==> src/rtl/uart_tx_serializer.sv <==
// uart_tx_serializer
//   Serialises one payload word per frame onto a UART line: start bit, DATA_W data
//   bits LSB first, optional even/odd parity bit, then one or two stop bits. Every
//   serial bit lasts CLKS_PER_BIT clocks. A single WCE cycle follows each
//   acceptance, so the line stays high for one extra clock before the start bit.
//
// Ports
//   clk         : clock, all state updates on the rising edge
//   rst         : synchronous active-high reset; aborts any frame in progress
//   tx_data_i   : payload word, sampled on acceptance
//   tx_valid_i  : request; a frame is accepted when tx_valid_i && tx_ready_o
//   tx_ready_o  : high only in IDLE
//   par_en_i    : 1 inserts a parity bit (sampled on acceptance)
//   par_odd_i   : 1 odd parity, 0 even parity (sampled on acceptance)
//   stop2_i     : 1 sends two stop bits, 0 sends one (sampled on acceptance)
//   tx_o        : serial line, idle high, registered
//   busy_o      : a frame is in progress (state is not IDLE)

module uart_tx_serializer #(
    parameter int unsigned DATA_W       = 8,
    parameter int unsigned CLKS_PER_BIT = 868
) (
    input  logic              clk,
    input  logic              rst,
    input  logic [DATA_W-1:0] tx_data_i,
    input  logic              tx_valid_i,
    output logic              tx_ready_o,
    input  logic              par_en_i,
    input  logic              par_odd_i,
    input  logic              stop2_i,
    output logic              tx_o,
    output logic              busy_o
);

    localparam int unsigned BaudW = (CLKS_PER_BIT > 1) ? $clog2(CLKS_PER_BIT) : 1;
    localparam int unsigned BitW  = (DATA_W > 1) ? $clog2(DATA_W) : 1;

    localparam logic [BaudW-1:0] BaudLast = BaudW'(CLKS_PER_BIT - 1);
    localparam logic [BitW-1:0]  BitLast  = BitW'(DATA_W - 1);

    typedef enum logic [2:0] {
        StIdle  = 3'b000,
        StWce   = 3'b001,
        StTstrb = 3'b010,
        StTdt   = 3'b011,
        StTparb = 3'b100,
        StTstb1 = 3'b101,
        StTstb2 = 3'b110
    } state_e;

    state_e            state_q, state_d;
    logic [BaudW-1:0]  baud_q, baud_d;
    logic [BitW-1:0]   bit_q, bit_d;
    logic [DATA_W-1:0] data_q, data_d;
    logic              par_en_q, par_en_d;
    logic              par_odd_q, par_odd_d;
    logic              stop2_q, stop2_d;
    logic              tx_q, tx_d;

    logic              baud_last;

    assign baud_last = (baud_q == BaudLast);

    // State register: all flops, reset has priority over any request.
    always_ff @(posedge clk) begin
        if (rst) begin
            state_q   <= StIdle;
            baud_q    <= '0;
            bit_q     <= '0;
            data_q    <= '0;
            par_en_q  <= 1'b0;
            par_odd_q <= 1'b0;
            stop2_q   <= 1'b0;
            tx_q      <= 1'b1;
        end else begin
            state_q   <= state_d;
            baud_q    <= baud_d;
            bit_q     <= bit_d;
            data_q    <= data_d;
            par_en_q  <= par_en_d;
            par_odd_q <= par_odd_d;
            stop2_q   <= stop2_d;
            tx_q      <= tx_d;
        end
    end

    // Next-state logic. The baud counter wraps to 0 on the same cycle the bit
    // state changes, so each bit state is held for exactly CLKS_PER_BIT cycles.
    always_comb begin
        state_d   = state_q;
        baud_d    = baud_q;
        bit_d     = bit_q;
        data_d    = data_q;
        par_en_d  = par_en_q;
        par_odd_d = par_odd_q;
        stop2_d   = stop2_q;

        case (state_q)
            StIdle: begin
                if (tx_valid_i) begin
                    state_d   = StWce;
                    data_d    = tx_data_i;
                    par_en_d  = par_en_i;
                    par_odd_d = par_odd_i;
                    stop2_d   = stop2_i;
                end
            end
            StWce: begin
                baud_d  = '0;
                bit_d   = '0;
                state_d = StTstrb;
            end
            StTstrb: begin
                if (baud_last) begin
                    baud_d  = '0;
                    bit_d   = '0;
                    state_d = StTdt;
                end else begin
                    baud_d = baud_q + BaudW'(1);
                end
            end
            StTdt: begin
                if (baud_last) begin
                    baud_d = '0;
                    if (bit_q == BitLast) begin
                        bit_d   = '0;
                        state_d = par_en_q ? StTparb : StTstb1;
                    end else begin
                        bit_d = bit_q + BitW'(1);
                    end
                end else begin
                    baud_d = baud_q + BaudW'(1);
                end
            end
            StTparb: begin
                if (baud_last) begin
                    baud_d  = '0;
                    state_d = StTstb1;
                end else begin
                    baud_d = baud_q + BaudW'(1);
                end
            end
            StTstb1: begin
                if (baud_last) begin
                    baud_d  = '0;
                    state_d = stop2_q ? StTstb2 : StIdle;
                end else begin
                    baud_d = baud_q + BaudW'(1);
                end
            end
            StTstb2: begin
                if (baud_last) begin
                    baud_d  = '0;
                    state_d = StIdle;
                end else begin
                    baud_d = baud_q + BaudW'(1);
                end
            end
            default: begin
                // Unused encoding: recover to IDLE with the line high.
                state_d = StIdle;
                baud_d  = '0;
                bit_d   = '0;
            end
        endcase
    end

    // Output logic. tx_d is decoded from the *next* state so the registered line
    // changes on the same edge as the state it belongs to.
    always_comb begin
        tx_d = 1'b1;
        case (state_d)
            StTstrb: tx_d = 1'b0;
            StTdt:   tx_d = data_q[bit_d];
            StTparb: tx_d = (^data_q) ^ par_odd_q;
            default: tx_d = 1'b1;
        endcase
    end

    assign tx_o       = tx_q;
    assign tx_ready_o = (state_q == StIdle);
    assign busy_o     = (state_q != StIdle);

endmodule

==> config.mk <==
export PLATFORM = sky130hd
export DESIGN_NAME = uart_tx_serializer
export DESIGN_NICKNAME = d
export VERILOG_FILES = /design/src/rtl/uart_tx_serializer.sv
export SDC_FILE = /design/constraint.sdc
export NUM_CORES = 1
export LEC_CHECK = 0
export CORE_MARGIN = 3
export CORE_UTILIZATION = 50
export DETAILED_ROUTE_END_ITERATION = 8
export PLACE_DENSITY = 0.75
export SYNTH_ARGS = -nofsm -noshare
export SYNTH_HDL_FRONTEND = slang
export SYNTH_SLANG_ARGS = --single-unit
==> constraint.sdc <==
create_clock -name clk -period 1.84 [get_ports clk]
set_clock_uncertainty 0.05 [all_clocks]
set_input_delay 0.552 -clock clk [delete_from_list [all_inputs] [get_ports clk]]
set_output_delay 0.552 -clock clk [all_outputs]
set_load 0.02 [all_outputs]
==> results of run 1 <==
## worst max path at each step
stage / from / end / slack [ns] / cells after the start
after floorplan: baud_q[4] / tx_o / -0.09 / 6
after CTS: bit_q[0] / tx_o / -0.17 / 8
final: baud_q[0] / tx_o / -0.19 / 7
after global routing: baud_q[0] / tx_o / -0.31 / 8
after detailed placement: bit_q[0] / tx_o / -0.30 / 8
after global placement: bit_q[0] / tx_o / -0.22 / 8
## cells in the final DEF (no fill, tap or decap), types with 3 or more instances in the layout
| cell type | instances |
|---|---|
| a211oi_2 | 3 |
| a21oi_1 | 16 |
| and2_1 | 3 |
| buf_4 | 42 |
| buf_6 | 4 |
| clkbuf_4 | 3 |
| clkdlybuf4s50_1 | 13 |
| dfxtp_1 | 22 |
| dfxtp_2 | 5 |
| ha_4 | 3 |
| inv_1 | 4 |
| nand2_1 | 32 |
| nand2_2 | 3 |
| nand2b_1 | 3 |
| nand3_1 | 4 |
| nand4_1 | 4 |
| nor2_1 | 16 |
| nor3b_1 | 3 |
| o21ai_0 | 4 |
| o311ai_4 | 3 |
| xnor2_1 | 13 |
| xor2_1 | 4 |
## worst reg2reg max path, stage by stage (launching register included)
cell and delay, ns:
dfxtp_2 0.38, ha_4 0.15, and4b_2 0.29, nand4_1 0.16, o211a_1 0.30, buf_4 0.15, a41o_1 0.22, o311ai_1 0.27
## final cells by class
type | count | area, um2 | area share
inverter | 5 | 18.77 | 0.008009
timing repair buffer | 60 | 499.2 | 0.2130
clock buffer | 4 | 36.28 | 0.01548
sequential | 28 | 570.5 | 0.2435
multi-input combinational | 158 | 1164 | 0.4965
tap | 44 | 55.05 | 0.02349
## repair_timing
item                       CTS  global route
resized for setup           29            16
setup endpoints to repair    6            16
cloned                       0             1
hold endpoints to repair     0             0
pin swaps                   15             4
setup buffers                5             1
## sequential cells by signal (all words and copies together) (netlist names)
signal	count
data_q	8
par_odd_q	1
baud_q	10
par_en_q	1
state_q	3
bit_q	3
tx_o	1
stop2_q	1
## kinds of logic after synthesis
family	count (synthesis)	share of synthesized area
buffers and inverters	13	0.03088
AO/OA/AOI/OAI	49	0.2371
flip-flops	28	0.3459
XOR/XNOR	17	0.09189
adder cells (fa/ha/maj)	3	0.02317
AND/OR/NAND/NOR	88	0.2710
## layer usage
layer / GRT usage / vias to the layer above / part of all wire
li1: - / 818 / -
met1: 0.2958 / 826 / 0.45
met2: 0.4018 / 40 / 0.50
met3: 0.03957 / 6 / 0.043
met4: 0.07989 / 0 / 0.0099
met5: 0 / - / 0
## power breakdown
| part | internal (mW) | switching, mW | leakage (nW) |
|---|---|---|---|
| logic | 0.188 | 0.195 | 0.596 |
| registers | 0.641 | 0.0306 | 0.231 |
| clock network | 0.121 | 0.184 | 0.0210 |
| total | 0.950 | 0.409 | 0.848 |
==> run_results.csv, run 1 <==
group,metric,value,unit
logic_synthesis,synth.top_cells.by_count,"34 x nand2_1, 28 x dfxtp_1, 17 x a21oi_1, 16 x nor2_1, 13 x xnor2_1",
timing,setup_violations,3,
placement,placed_cells,288,
clock_network,cts_root_buf,"clkbuf_4",
placement,dp_hpwl,3160,um
routing,wirelength,4465,um
layout,layout-drive-gt1-share,0.3451,
worst_setup_path,reg2reg_from,"baud_q[0]",
logic_synthesis,yosysMostFrequentCell,"nand2_1",
clock_network,clk_latency,0.33,ns
timing,fmax,0.4928,GHz
timing,period_needed,2.029,ns
logic_synthesis,ys_seq_area_frac,0.3459,
placement,place_ws,-0.2959,ns
routing,avgRoutedWirePerCell,14.93,um
hold_path,hold_path_end,"par_en_q",
routing,drt_iter0_markers,141,
logic_synthesis,postSynthCellCount,198,
global_routing,grt_overflow_total,0,
layout,num_antenna_cells,0,
hold_path,hp-class,"reg -> reg",
worst_setup_path,rr_endpoint,"tx_o",
run_status,outcome,"complete, but fails checks",
routing,dr.pass1.iters,4,
placement,gp_congestion,0.8895,
routing,via_count,1690,
floorplan,core,3078,um2
clock_network,ctsHoldBuffers,0,
layout,final_cell_area,2344,um2
global_routing,grt_pass1_vias,1669,
power_and_ir_drop,leakagePower,0.8480,nW
logic_synthesis,yosysTopAreaCellShare,0.3459,
worst_setup_path,path_cells,"ha_4, and4b_2, nand4_1, o211a_1, buf_4, a41o_1, o311ai_1",
routing,ant_nets,0,
timing,slew_headroom,0.7115,
run,max_cap_viol_count,0,
worst_setup_path,reg2regPathDepth,7,
layout,syn_to_final_growth,44.63,%
global_routing,antenna_found_initial,0,
worst_setup_path,path_delay_family,"compound AO/OA/AOI/OAI gates",
floorplan,io_pins,17,
layout,stdcell_count,299,
power_and_ir_drop,power_density,580.0,nW/um2
logic_synthesis,ys.warnings.count,0,
hold_path,hold_depth,2,
logic_synthesis,synth_edf_count,0,
worst_setup_path,crit_buf_inv,1,
routing,via_per_inst,5.652,
logic_synthesis,postSynthNetCount,215,
worst_setup_path,cp.arrival,2.22,ns
worst_setup_path,cp_max_fo,4,
layout,final_util,0.7614,
timing,post-route-period-util,1.103,
clock_network,h-tree-depth,1,
hold_path,worstHoldStart,"par_en_q",
clock_network,cts.sinks,28,
floorplan,dieHeight,62.93,um
run_status,violations,"setup timing",
layout,fill_cells,231,
clock_network,clkTransAtPathRegs,0.16,ns
clock_network,cts_tree,"done",
timing,holdWs,0.4312,ns
power_and_ir_drop,finalPower,1.359,mW
logic_synthesis,yosys.area.top_type,"dfxtp_1",
floorplan,die_w,62.93,um
worst_setup_path,r2r_slack,-0.19,ns
logic_synthesis,synth_area_per_cell,8.183,um2
logic_synthesis,ys_ff_latch,28,
clock_network,cts_made_buffers,3,
placement,place_area,2116,um2
global_routing,grt_pass1_wl,7610,um
worst_setup_path,crit_path_top_delay_cell,"dfxtp_2",
placement,port_buffers,16,
worst_setup_path,cpPeakStageDelay,0.38,ns
timing,hold_viol,0,
timing,setup-tns-final,-0.2613,ns
worst_setup_path,start_kind,"register",
floorplan,row_count,20,
worst_setup_path,crit_path_end_kind,"register",
routing,drc,0,
global_routing,track_usage,0.2349,
logic_synthesis,synth_cell_types,45,
timing,slew_viol_final,0,
logic_synthesis,synth-async-reset-ratio,0,
logic_synthesis,synth_area,1620,um2
power_and_ir_drop,ir_worst_vdd,0.4014,mV
timing,rsz0062_at_grt,"true",
timing,fin_ws,-0.1892,ns
global_routing,grt_max_degree,16,
worst_setup_path,crit_required,2.03,ns
timing,tightest_slew,0.4282,ns
logic_synthesis,netlist_top_cells_area,"dfxtp_1 35%, nand2_1 7.9%, xnor2_1 7.0%",
floorplan,dieArea,3960,um2
logic_synthesis,synthFlopType,"dfxtp_1",
floorplan,initial_core_util,0.5264,
clock_network,clockBufferDepth,2,
worst_setup_path,path_class,"reg -> reg",
layout,nets,273,
Power figures use the tool's default switching activity.
==> inputs of run 2 (changes only) <==
- REMOVE_ABC_BUFFERS: default -> 1
==> run 2 against run 1 <==
Effect of this change:
- the run still ends with setup timing left
- flip-flop and latch count unchanged
- combinational power decreased by 6.8%
- hold slack got worse by 0.0060 ns
- die area unchanged
- design area decreased by 4.4%
- routed wire length decreased by 3.7%
- worst setup slack got worse by 0.066 ns
- sequential power about the same
- sequential share of layout area increased by 1.1 points
- global-route usage decreased by 0.65 points
- core utilization decreased by 3.4 points
- critical endpoint unchanged
- largest power group unchanged
==> run_results.csv, run 2 (synthesis gave the netlist of run 1 again) <==
group,metric,value,unit
routing,via_per_inst,5.627,
worst_setup_path,start_kind,"register",
floorplan,dieHeight,62.93,um
timing,slew_viol_final,0,
worst_setup_path,crit_path_top_delay_cell,"dfxtp_2",
timing,setup_violations,2,
run_status,violations,"setup timing",
layout,top_register,"baud_q",
layout,largest_reg_flops,10,
worst_setup_path,path_delay_family,"compound AO/OA/AOI/OAI gates",
floorplan,core,3078,um2
placement,gp_congestion,0.8618,
floorplan,row_count,20,
hold_path,hp-class,"reg -> reg",
routing,ant_nets,0,
timing,fmax,0.4773,GHz
power_and_ir_drop,leakagePower,0.7908,nW
global_routing,antenna_found_initial,0,
timing,period_needed,2.095,ns
power_and_ir_drop,power_density,639.9,nW/um2
clock_network,cts_root_buf,"clkbuf_4",
clock_network,cts.sinks,28,
global_routing,grt_pass1_vias,1588,
routing,drc,0,
routing,wirelength,4299,um
layout,largestRegisters,"baud_q x10, data_q x8",
routing,routed-wl-met3,218,um
timing,holdWs,0.4252,ns
layout,syn_to_final_growth,38.22,%
timing,tightest_slew,0.3955,ns
worst_setup_path,path_cells,"ha_4, ha_4, nor3b_2, nand4_1, o211ai_4, o2111ai_2, a211oi_2, o311ai_2",
layout,layout-drive-gt1-share,0.3004,
clock_network,clockBufferDepth,2,
worst_setup_path,cp.arrival,2.27,ns
worst_setup_path,reg2regPathDepth,8,
routing,drt_iter0_markers,84,
timing,post-route-period-util,1.139,
worst_setup_path,cp.depth,8,
worst_setup_path,crit_buf_inv,0,
routing,wl_met2,2178,um
run,max_cap_viol_count,0,
power_and_ir_drop,finalPower,1.433,mW
clock_network,cts_made_buffers,3,
global_routing,grt_overflow_total,0,
routing,routed.top_layer,"met4",
hold_path,hold_depth,2,
global_routing,grt_pass1_wl,7224,um
clock_network,clk_latency,0.34,ns
clock_network,clkTransAtPathRegs,0.15,ns
floorplan,initial_core_util,0.5264,
worst_setup_path,crit_required,2.01,ns
clock_network,h-tree-depth,1,
clock_network,cts_tree,"done",
routing,via_count,1615,
global_routing,grt_max_degree,17,
routing,wl_met1,1826,um
floorplan,dieArea,3960,um2
layout,final_cell_area,2240,um2
floorplan,die_w,62.93,um
layout,layout_common_cells,"33 x nand2_1, 32 x buf_4, 21 x dfxtp_1",
routing,avgRoutedWirePerCell,14.98,um
run_status,outcome,"complete, but fails checks",
timing,rsz0062_at_grt,"true",
placement,place_area,2022,um2
timing,hold_viol,0,
worst_setup_path,cp_max_fo,6,
power_and_ir_drop,ir_worst_vdd,0.5364,mV
timing,setup-tns-final,-0.2880,ns
placement,port_buffers,16,
worst_setup_path,path_class,"reg -> reg",
worst_setup_path,crit_path_end_kind,"register",
layout,final_common_cell,"nand2_1",
layout,nets,261,
placement,place_ws,-0.3511,ns
floorplan,io_pins,17,
routing,dr.pass1.iters,4,
worst_setup_path,cp_common_cell,"ha_4",
global_routing,track_usage,0.2284,
layout,num_antenna_cells,0,
timing,fin_ws,-0.2550,ns
timing,slew_headroom,0.7357,
worst_setup_path,cpPeakStageDelay,0.37,ns
placement,dp_hpwl,3062,um
run 2: path summary, 6_finish.rpt:
| path | startpoint | endpoint | slack [ns] |
|---|---|---|---|
| setup reg to reg | bit_q[0] | tx_o | -0.25 |
| hold reg to reg | par_en_q | par_en_q | 0.43 |
| hold / removal | par_en_q | par_en_q | 0.43 |
| setup / recovery | bit_q[0] | tx_o | -0.25 |
run 2: layout make-up:
| cell class | count | area (um2) |
|---|---|---|
| multi-input combinational | 157 | 1131 |
| fill | 235 | 838.3 |
| sequential | 28 | 569.3 |
| timing repair buffer | 49 | 412.9 |
| tap | 44 | 55.05 |
| clock inverter | 1 | 30.03 |
| clock buffer | 3 | 22.52 |
| inverter | 5 | 18.77 |
run 2: through the flow:
step,cells,utilization
after floorplan,190,-
after global placement,279,0.6569
after detailed placement,279,0.6569
after CTS,286,0.7175
after global routing,287,0.7276
final,287,0.7276
run 2: power breakdown:
part | switching (mW) | leakage, nW | total, mW | internal [mW]
Combinational | 0.184 | 0.532 | 0.357 | 0.173
Clock | 0.186 | 0.0279 | 0.406 | 0.221
Sequential | 0.0283 | 0.231 | 0.670 | 0.642
run 2: per-layer routing:
layer	vias to the layer above	GRT usage
met4	0	0.07989
met5	-	0
li1	799	-
met1	747	0.2846
met3	12	0.04317
met2	57	0.3900
run 2: worst min-delay path, delay by kind of cell (launching register included):
kind / cells / cell delay, ns
flops: 1 / 0.34
simple gates: 1 / 0.05
compound gates: 1 / 0.05
run 2: what timing repair did:
action / CTS / global route
endpoints found under the hold margin: 0 / 0
setup endpoints to repair: 16 / 17
gates resized for setup: 36 / 9
setup buffers: 3 / 1
hold buffers: 0 / 0
pin swaps: 14 / 12
==> inputs of run 3 (changes only) <==
- CORE_UTILIZATION: 50 -> 43
- PLACE_DENSITY: 0.75 -> 0.66
- SKIP_LAST_GASP: default -> 1
==> run 3 against run 2 <==
Effect of this change:
- the run still ends with setup timing left
- sequential share of layout area decreased by 2.0 points
- die area increased by 15%
- cell count increased by 6.6%
- routed wire length increased by 13%
- count of clock-buffer cells in the layout increased by 1
- design area increased by 8.1%
- largest cell class unchanged
- power increased by 0.51%
- critical path type unchanged
- maximum frequency decreased by 1.1%
==> run_results.csv, run 3 (synthesis gave the netlist of run 1 again) <==
group,metric,value,unit
worst_setup_path,path_class,"reg -> reg",
placement,gp_congestion,0.9274,
worst_setup_path,cp_max_fo,6,
timing,period_needed,2.118,ns
worst_setup_path,crit_path_start,"bit_q[0]",
timing,setup_violations,2,
placement,port_buffers,16,
power_and_ir_drop,power_density,595.0,nW/um2
timing,post-route-period-util,1.151,
worst_setup_path,crit_path_top_delay_cell,"dfxtp_2",
global_routing,grt_pass1_wl,7776,um
layout,top_register,"baud_q",
layout,syn_to_final_growth,49.42,%
clock_network,cts_made_buffers,3,
floorplan,initial_core_util,0.4672,
global_routing,grt_overflow_total,0,
placement,dp_hpwl,3225,um
clock_network,cts.sinks,28,
timing,hold_viol,0,
clock_network,clockBufferDepth,2,
timing,fmax,0.4722,GHz
timing,tightest_slew,0.4696,ns
routing,drc,0,
timing,rsz0062_at_grt,"true",
worst_setup_path,start_kind,"register",
power_and_ir_drop,leakagePower,0.8892,nW
run_status,outcome,"complete, but fails checks",
worst_setup_path,cp.arrival,2.25,ns
floorplan,die_w,67.39,um
worst_setup_path,endpoint,"tx_o",
clock_network,clkTransAtPathRegs,0.09,ns
placement,place_area,2069,um2
floorplan,dieArea,4541,um2
layout,num_antenna_cells,0,
worst_setup_path,cpPeakStageDelay,0.35,ns
worst_setup_path,reg2reg_from,"bit_q[0]",
routing,ant_nets,0,
worst_setup_path,r2r_slack,-0.28,ns
worst_setup_path,path_cells,"ha_4, ha_4, nor3b_2, nand4_1, o211ai_4, nand2_1, a41o_1, o311ai_1",
layout,nets,278,
floorplan,core,3468,um2
run_status,violations,"setup timing",
global_routing,track_usage,0.2266,
worst_setup_path,crit_path_end_kind,"register",
routing,via_per_inst,5.663,
timing,setup-tns-final,-0.3104,ns
run,max_cap_viol_count,0,
layout,largestRegisters,"baud_q x10, data_q x8",
layout,final_common_cell,"buf_4",
layout,final_cell_area,2421,um2
worst_setup_path,path_delay_family,"compound AO/OA/AOI/OAI gates",
clock_network,ctsHoldBuffers,0,
routing,via_count,1733,
global_routing,grt_pass1_vias,1757,
layout,layout-drive-gt1-share,0.3654,
clock_network,clk_latency,0.28,ns
hold_path,hp-class,"reg -> reg",
routing,wirelength,4845,um
routing,drt_iter0_markers,107,
floorplan,io_pins,17,
power_and_ir_drop,ir_worst_vdd,0.3697,mV
global_routing,antenna_found_initial,0,
routing,dr.pass1.iters,4,
worst_setup_path,reg2regPathDepth,8,
layout,layout_common_cells,"46 x buf_4, 32 x nand2_1, 23 x dfxtp_1",
global_routing,grt_max_degree,16,
worst_setup_path,crit_required,1.97,ns
timing,slew_viol_final,0,
layout,largest_reg_flops,10,
clock_network,h-tree-depth,1,
worst_setup_path,cp_common_cell,"ha_4",
clock_network,cts_root_buf,"clkbuf_8",
clock_network,cts_tree,"done",
worst_setup_path,cp.depth,8,
timing,slew_headroom,0.6862,
worst_setup_path,rr_endpoint,"tx_o",
routing,avgRoutedWirePerCell,15.83,um
timing,fin_ws,-0.2779,ns
floorplan,dieHeight,67.39,um
worst_setup_path,crit_buf_inv,0,
floorplan,row_count,21,
run 3: timing repair:
action / in CTS / in global routing
gates cloned: 0 / 1
resized for setup: 26 / 28
pin swaps: 14 / 14
buffers inserted: 7 / 7
endpoints found under the setup margin: 5 / 17
run 3: worst min path at each step:
stage / from / end / slack [ns] / cells past startpoint
6_report: par_odd_q / par_odd_q / 0.43 / 2
5_1_grt: par_en_q / par_en_q / 0.47 / 2
4_1_cts: par_en_q / par_en_q / 0.43 / 2
3_5_place_dp: par_en_q / par_en_q / 0.41 / 2
3_3_place_gp: par_en_q / par_en_q / 0.40 / 2
2_1_floorplan: par_en_q / par_en_q / 0.38 / 2
run 3: final cells by class:
cell class | instances | area [um2]
Tap cell | 46 | 57.56
Timing Repair Buffer | 65 | 538.0
Sequential cell | 28 | 566.8
Inverter | 5 | 18.77
Multi-Input combinational cell | 158 | 1185
Clock buffer | 4 | 55.05
Fill cell | 285 | 1047
run 3: tightest hold or removal path, cell delays in order (launching register included):
cell and delay [ns]:
dfxtp_1 0.33, nand2_1 0.06, a21oi_1 0.06
run 3: metal layers:
metal  global-route usage  wire [um]  up-vias
met4               0.1089         98        0
li1                     -          -      828
met2               0.3914       2396       63
met3              0.04992        243       12
met1               0.2637       2106      830
met5                    0          0        -
run 3: where the power goes:
group	internal (mW)	total (mW)	switching, mW
sequential	0.641	0.670	0.0292
clock	0.192	0.383	0.191
combinational	0.184	0.387	0.204
total	1.02	1.44	0.424
run 3: through the flow:
step	hold WS, ns	total power, mW	std cells	setup slack [ns]	util
after floorplan	0.3805	0.8684	190	-0.3366	-
after global placement	0.4008	1.006	287	-0.2641	0.5967
after detailed placement	0.4132	1.014	287	-0.3174	0.5967
after CTS	0.4282	1.405	298	-0.1905	0.6515
after global routing	0.4705	1.512	306	-0.3569	0.6981
final	0.4278	1.441	306	-0.2779	0.6981
